`src/rtl/fft8_ctrl.sv`:
```
// fft8_ctrl: butterfly scheduler for the 8-point radix-2 DIT FFT core.
// Walks 3 stages x 4 butterflies. Each butterfly is one read, BF_LAT-1
// wait cycles and one in-place write-back. The scheduler also supplies
// the twiddle index for each butterfly.
module fft8_ctrl #(
    parameter int unsigned BF_LAT = 3
) (
    input  logic       clk,
    input  logic       rst,
    input  logic       start,
    input  logic       initial_flag,
    output logic       rd_en,
    output logic [2:0] rd_add1,
    output logic [2:0] rd_add2,
    output logic [1:0] tw_idx,
    output logic       wr_en,
    output logic [2:0] wr_add1,
    output logic [2:0] wr_add2,
    output logic [1:0] stage,
    output logic       busy,
    output logic       done
);

    localparam int unsigned CNT_W     = 4;
    localparam bit          SKIP_CALC = (BF_LAT == 1);
    localparam logic [CNT_W-1:0] CALC_LAST = (BF_LAT > 1) ? CNT_W'(BF_LAT - 2) : '0;

    typedef enum logic [2:0] {
        S_IDLE,
        S_WAIT_INIT,
        S_READ,
        S_CALC,
        S_WRITE,
        S_FINISH
    } state_t;

    state_t           state_q, state_d;
    logic [CNT_W-1:0] cnt_q, cnt_d;
    logic [1:0]       k_q, k_d;
    logic [1:0]       stage_d;
    logic             rd_en_d, wr_en_d, busy_d, done_d;
    logic [2:0]       rd_add1_d, rd_add2_d, wr_add1_d, wr_add2_d;
    logic [1:0]       tw_idx_d;

    // Operand pair and twiddle for butterfly k of stage st: {a, b, tw}.
    function automatic logic [7:0] bf_addr(input logic [1:0] st, input logic [1:0] kk);
        logic [2:0] a;
        logic [2:0] span;
        logic [1:0] tw;
        case (st)
            2'd0: begin
                a    = {kk, 1'b0};
                span = 3'd1;
                tw   = 2'd0;
            end
            2'd1: begin
                a    = {kk[1], 1'b0, kk[0]};
                span = 3'd2;
                tw   = {kk[0], 1'b0};
            end
            default: begin
                a    = {1'b0, kk};
                span = 3'd4;
                tw   = kk;
            end
        endcase
        return {a, 3'(a + span), tw};
    endfunction

    // State register.
    always_ff @(posedge clk) begin
        if (rst) state_q <= S_IDLE;
        else     state_q <= state_d;
    end

    // Next-state logic.
    always_comb begin
        state_d = state_q;
        case (state_q)
            S_IDLE:      if (start) state_d = initial_flag ? S_READ : S_WAIT_INIT;
            S_WAIT_INIT: if (initial_flag) state_d = S_READ;
            S_READ:      state_d = SKIP_CALC ? S_WRITE : S_CALC;
            S_CALC:      if (cnt_q == CALC_LAST) state_d = S_WRITE;
            S_WRITE:     state_d = (k_q == 2'd3 && stage == 2'd2) ? S_FINISH : S_READ;
            S_FINISH:    state_d = S_IDLE;
            default:     state_d = S_IDLE;
        endcase
    end

    // Output and counter next values; strobes are decoded from the next state
    // so the registered outputs line up with the state they belong to.
    always_comb begin
        cnt_d     = cnt_q;
        k_d       = k_q;
        stage_d   = stage;
        rd_en_d   = (state_d == S_READ);
        wr_en_d   = (state_d == S_WRITE);
        done_d    = (state_d == S_FINISH);
        busy_d    = (state_d != S_IDLE);
        rd_add1_d = rd_add1;
        rd_add2_d = rd_add2;
        tw_idx_d  = tw_idx;
        wr_add1_d = wr_add1;
        wr_add2_d = wr_add2;
        case (state_q)
            S_IDLE: begin
                k_d     = 2'd0;
                stage_d = 2'd0;
            end
            S_READ:  cnt_d = '0;
            S_CALC:  cnt_d = cnt_q + CNT_W'(1);
            S_WRITE: begin
                if (k_q != 2'd3) begin
                    k_d = k_q + 2'd1;
                end else if (stage != 2'd2) begin
                    stage_d = stage + 2'd1;
                    k_d     = 2'd0;
                end
            end
            default: ;
        endcase
        if (state_d == S_READ) {rd_add1_d, rd_add2_d, tw_idx_d} = bf_addr(stage_d, k_d);
        if (state_d == S_WRITE) begin
            wr_add1_d = rd_add1;
            wr_add2_d = rd_add2;
        end
    end

    // Registered outputs and butterfly counters.
    always_ff @(posedge clk) begin
        if (rst) begin
            cnt_q   <= '0;
            k_q     <= '0;
            stage   <= '0;
            rd_en   <= 1'b0;
            wr_en   <= 1'b0;
            done    <= 1'b0;
            busy    <= 1'b0;
            rd_add1 <= '0;
            rd_add2 <= '0;
            tw_idx  <= '0;
            wr_add1 <= '0;
            wr_add2 <= '0;
        end else begin
            cnt_q   <= cnt_d;
            k_q     <= k_d;
            stage   <= stage_d;
            rd_en   <= rd_en_d;
            wr_en   <= wr_en_d;
            done    <= done_d;
            busy    <= busy_d;
            rd_add1 <= rd_add1_d;
            rd_add2 <= rd_add2_d;
            tw_idx  <= tw_idx_d;
            wr_add1 <= wr_add1_d;
            wr_add2 <= wr_add2_d;
        end
    end

endmodule

```
`config.mk`:
```
export PLATFORM = sky130hd
export DESIGN_NAME = fft8_ctrl
export DESIGN_NICKNAME = d
export VERILOG_FILES = /design/src/rtl/fft8_ctrl.sv
export SDC_FILE = /design/constraint.sdc
export NUM_CORES = 1
export LEC_CHECK = 0
export CAP_MARGIN = 10
export CORE_ASPECT_RATIO = 0.8
export CORE_MARGIN = 8
export CORE_UTILIZATION = 58
export CTS_BUF_LIST = sky130_fd_sc_hd__clkbuf_4 sky130_fd_sc_hd__clkbuf_8
export CTS_CLUSTER_DIAMETER = 200
export CTS_CLUSTER_SIZE = 28
export DETAILED_ROUTE_END_ITERATION = 6
export HOLD_SLACK_MARGIN = 0.08
export PLACE_DENSITY = 0.87
export SYNTH_ARGS = -nofsm -noshare
export SYNTH_HDL_FRONTEND = slang
export SYNTH_SLANG_ARGS = --single-unit
```
`constraint.sdc`:
```
create_clock -name clk -period 7 [get_ports clk]
set_clock_uncertainty 0.2 [all_clocks]
set_input_delay 1.05 -clock clk [delete_from_list [all_inputs] [get_ports clk]]
set_output_delay 1.05 -clock clk [all_outputs]
set_load 0.02 [all_outputs]
```
### After elaboration in Yosys (flattened, before gate mapping)

Cells that the tools add are included.

| storage, ports and cells | value |
|---|---|
| input port bits | 4 |
| flip-flop bits (word level) | 29 |
| output and inout port bits | 20 |

| operators by class | value |
|---|---|
| mux-type cells | 18 |
| equal/unequal tests | 13 |
| add/sub/neg operators | 4 |
| reduce and logical (&&, ||, !) cells | 5 |

Operator list:

| operator | count |
|---|---|
| $mux W3 | 6 |
| $pmux W3 S5 | 1 |
| $pmux W2 S2 | 3 |
| $pmux W3 S2 | 2 |
| $mux W2 | 5 |
| $eq A3 B2 Y1 const B | 3 |
| $eq A3 B3 Y1 const B | 3 |
| $pmux W4 S2 | 1 |
| $add A2 B1 Y2 const B | 2 |
| $add A4 B1 Y4 const B | 1 |
| $eq A2 B2 Y1 const B | 2 |
| $eq A4 B1 Y1 const B | 1 |
| $ne A2 B2 Y1 const B | 2 |
| $add A3 B3 Y3 | 1 |
| $eq A3 B1 Y1 const B | 1 |
| $logic_not A3 Y1 | 1 |
| $reduce_bool A3 Y1 | 1 |
| $eq A2 B1 Y1 const B | 1 |
| $logic_not A2 Y1 | 1 |
| $reduce_bool A2 Y1 | 1 |
| $logic_and A1 B1 Y1 | 1 |

### Depth between registers and ports, before layout

| logic depth | value |
|---|---|
| word-level depth | 8 |
| gate-level depth with buffers | 10 |
| mapped depth without buffers | 10 |

### Least setup slack after synthesis

Ideal clock, no wire load.

| timing path | value |
|---|---|
| path type | register -> register |
| start point | reg k_q[0] |
| end point | reg rd_add2[2] |
| data required time | 6.678 ns |
| library setup time | 0.122 ns |
| clock period less this slack | 2.795 ns |
| path buffers | 0 |
| stages on the path, launching flop included | 10 |
| path slack | 4.205 ns |
| arrival | 2.473 ns |
| cell sequence | dfxtp_1 ha_1 and4bb_2 a221oi_4 and2_2 nor2_1 ha_1 fa_1 nor4b_1 a221o_1 |

| between the ends | value |
|---|---|
| longest elaborated chain between the ends | 7 |
| elaborated cells between the ends (all ways) | 19 |
| those cells by class | add/sub: 2; eq/ne: 4; mux: 11; reduce/logical: 2 |

RTL lines:

| what | RTL line | RTL |
|---|---|---|
| start: declaration | 39 | `logic [1:0] k_q, k_d;` |
| start signal: assignment | 146 | `k_q <= k_d;` |
| $ne A2 B2 Y1 | 113 | `if (k_q != 2'd3) begin` |
| $mux W2 | 113 |  |
| $pmux W2 S2 | 105 | `case (state_q)` |
| $eq A2 B1 Y1 / $logic_not A2 Y1 (equally long branches) | 50 | `case (st)` |
| $pmux W3 S2 | 50 |  |
| $mux W3 | 122 | `if (state_d == S_READ) {rd_add1_d, rd_add2_d, tw_idx_d} = bf_addr(stage_d, k_d);` |
| $add A3 B3 Y3 | 67 | `return {a, 3'(a + span), tw};` |
| end signal: assignment | 153 | `rd_add2 <= rd_add2_d;` |
| end: declaration | 14 | `output logic [2:0] rd_add2,` |

Several ways; a longest one is shown, not always the timed one. The select of a mux whose other input is x is not followed.
A chain may end at the register's enable or synchronous reset.

### Final worst setup path

Same ends and word-level chain as after synthesis.

==> results.toml <==
[status]
outcome = "completed"

[final_layout]
diodes = 0
fillCellCount = 171
final_layout_size_suffix_gt1_share_pct = 11.7
nets = 181
area_growth_pct = 21.4

[place]
place_congestion = 0.833
io_buffers = 23
post-dp-hpwl_microns = 2090

[clock_network]
clkSinkCount = 29
cts_max_path_buffers = 2
cts-buffers-inserted = 5
cts_tree = "built"
cts_setup_buffers = 0
clk_pin_slew_ps = 90
ctsHoldBuffers = 0
cts-resized-gates = 0
clockRootBuffer = "clkbuf_4"
cts_max_level = 2
clkLatencyLatePin_ps = 320

[sta]
final_max_slew_viol_count = 0
setup_viol = 0
rsz0062_at_grt = "false"
period_share_pct = 43.8
final.setup.tns_ps = 0
whs_ps = 269
slew-limit-headroom_pct = 32.6
hold_viol_final = 0
min_period_ps = 3070
fmax_mhz = 326
worst_pin_slew_ps = 1010

[critical_path]
cpMostUsedCell = "ha_1"
crit_path_start = "k_q[0]$_SDFF_PP0_"
critPathRequiredTime_ps = 7020
r2r-start = "k_q[0]$_SDFF_PP0_"
end_kind = "register"
crit_fanout = 7
cp_cell_sequence = "ha_1 > nor2b_1 > a221oi_4 > and2_2 > nor2_1 > ha_1 > fa_1 > nor4b_1 > a221o_1"
cp_slowest_stage_delay_ps = 460
r2r_cells = 9
start_kind = "register"
slowest_stage = "dfxtp_1"
path_class = "register to register"
cp.arrival_ps = 3080

[logic_synthesis]
synth_compound_area_share_pct = 17.9
synth_top_family_by_area = "simple AND/OR/NAND/NOR gates"
yosysSeqAreaShare_pct = 42.5
yosysWarnings = 0
async_flop_share_pct = 0
synthFlopType = "dfxtp_1"
yosys.cell_types.count = 45
synthCells = 147
synth_area_per_cell_sq_um = 9.29
ys_ff_latch = 29
netlist_area_sq_um = 1370
yosys.area_share.simple_pct = 24.0
synth_edf_count = 0
synthAdderAreaFrac_pct = 6.96
synthMuxAreaShare_pct = 4.40
synthXorXnorAreaFrac_pct = 0
synth_nets = 158

[job]
max-cap-violations = 0

[grt]
grt_overflow = 0
track_usage_pct = 14.8
grt_pass1_wl_microns = 4980
grt_pass1_vias = 1056
grt_max_degree = 31
antenna_found_initial = 0

[power]
p_leak_nw = 0.658
pwr-share-comb_pct = 9.6
netSwitchingPower_w = 0.0000782
swShare_pct = 24.6
power_frac_seq_pct = 54.5
clkPwrFrac_pct = 35.9
peakVddDrop_mv = 0.139
power_density_nw_per_um2 = 192
intPower_w = 0.000240

[hold_path]
hp-class = "register to register"
hp-start = "tw_idx[0]$_SDFFE_PP0N_"
min_path_cells = 2

[die]
die_w_microns = 70.3
start_util_pct = 62.2
dieArea_sq_um = 4170
row_count = 15
io_pins = 24
fp.dieH_microns = 59.4
core_sq_um = 2200

[detailed_routing]
vias = 1110
routed_wl_microns = 2850
ant_nets = 0
first_pass_iters = 5
drt_iter0_drc = 63
wl_per_cell_microns = 14.6
drc = 0
via_per_inst = 5.66
## per-stage QoR
step	cell area (sq um)	std cells	power (W)	setup WS [ps]	utilization [%]
floorplan	1370	147	0.000199	4200	-
global placement	1590	188	0.000206	4000	72.4
detailed placement	1590	188	0.000208	3910	72.4
CTS	1660	196	0.000320	3910	75.6
global route	1660	196	0.000333	3730	75.6
finish	1660	196	0.000318	3930	75.6
## cells by family (layout without fill, tap and decap cells)
| family | Yosys count | after routing |
|---|---|---|
| flops | 29 | 29 |
| buf+inv | 12 | 36 |
| mux | 6 | 6 |
| simple gates | 63 | 63 |
| fa+ha+maj | 7 | 7 |
| compound gates | 30 | 30 |
## layer usage
layer	GRT usage (%)	vias to the layer above	routed length, microns
met3	7.04	4	181
met4	5.14	0	37
met2	22.6	25	1330
met5	0	-	0
met1	17.8	516	1310
li1	-	565	-
## cells in the final DEF (no fill, tap or decap), types with 2 or more instances in the layout
master / instances
dfxtp_1: 29
nor2_1: 24
clkdlybuf4s50_1: 23
nand2_1: 11
a21oi_1: 11
mux2i_1: 6
ha_1: 6
nor2b_1: 5
inv_1: 5
clkbuf_4: 5
nor3_1: 3
nand3_1: 2
o21a_1: 2
a22o_1: 2
nand4_1: 2
o21ai_0: 2
or3_1: 2
a211oi_1: 2
nor3_2: 2
clkbuf_8: 2
## state kept, by name (all words and copies together), names as in the netlist
register  flops
rd_add1       3
state_q       3
tw_idx        2
cnt_q         4
wr_en         1
rd_add2       3
stage         2
wr_add2       3
done          1
k_q           2
wr_add1       3
rd_en         1
busy          1
## Yosys cell counts (2+ instances only)
library cell / instances / share of area, %
a211oi_1: 2 / 1.1
a21oi_1: 11 / 4.0
a22o_1: 2 / 1.3
buf_2: 4 / 1.5
dfxtp_1: 29 / 42
ha_1: 6 / 5.5
inv_1: 5 / 1.4
mux2i_1: 6 / 4.4
nand2_1: 11 / 3.0
nand3_1: 2 / 0.73
nand4_1: 2 / 0.92
nor2_1: 24 / 6.6
nor2b_1: 5 / 2.3
nor3_1: 3 / 1.1
nor3_2: 2 / 1.5
o21a_1: 2 / 1.1
o21ai_0: 2 / 0.73
or3_1: 2 / 0.92
## critical path, delay by kind of cell (launching register included)
kind	cells	cell delay [ps]
flip-flops	1	460
AO/OA/AOI/OAI	2	750
AND/OR/NAND/NOR	4	620
adder cells (fa/ha/maj)	3	930
## power by group through the flow
stage | clock, W | combinational [W] | sequential [W]
finish | 0.000114 | 0.0000305 | 0.000173
global route | 0.000125 | 0.0000332 | 0.000174
CTS | 0.000116 | 0.0000307 | 0.000173
detailed placement | 0 | 0.0000307 | 0.000177
global placement | 0 | 0.0000298 | 0.000177
floorplan | 0 | 0.0000212 | 0.000177
## final cells by class
cell class / count / area (sq um) / share of cell area (%)
timing repair buffer: 23 / 230 / 13.9
sequential: 29 / 581 / 35.0
inverter: 5 / 18.8 / 1.13
tap: 25 / 31.3 / 1.89
clock inverter: 1 / 5.00 / 0.302
clock buffer: 7 / 65.1 / 3.92
multi-input combinational: 106 / 728 / 43.9
## worst paths after layout
| path | to | slack, ps |
|---|---|---|
| worst max-delay path | rd_add2[2]$_SDFFE_PP0N_ | 3930 |
| worst max register to register | rd_add2[2]$_SDFFE_PP0N_ | 3930 |
| worst min-delay path | tw_idx[0]$_SDFFE_PP0N_ | 270 |
| worst min register to register | tw_idx[0]$_SDFFE_PP0N_ | 270 |
(Power assumes the default switching activity.)
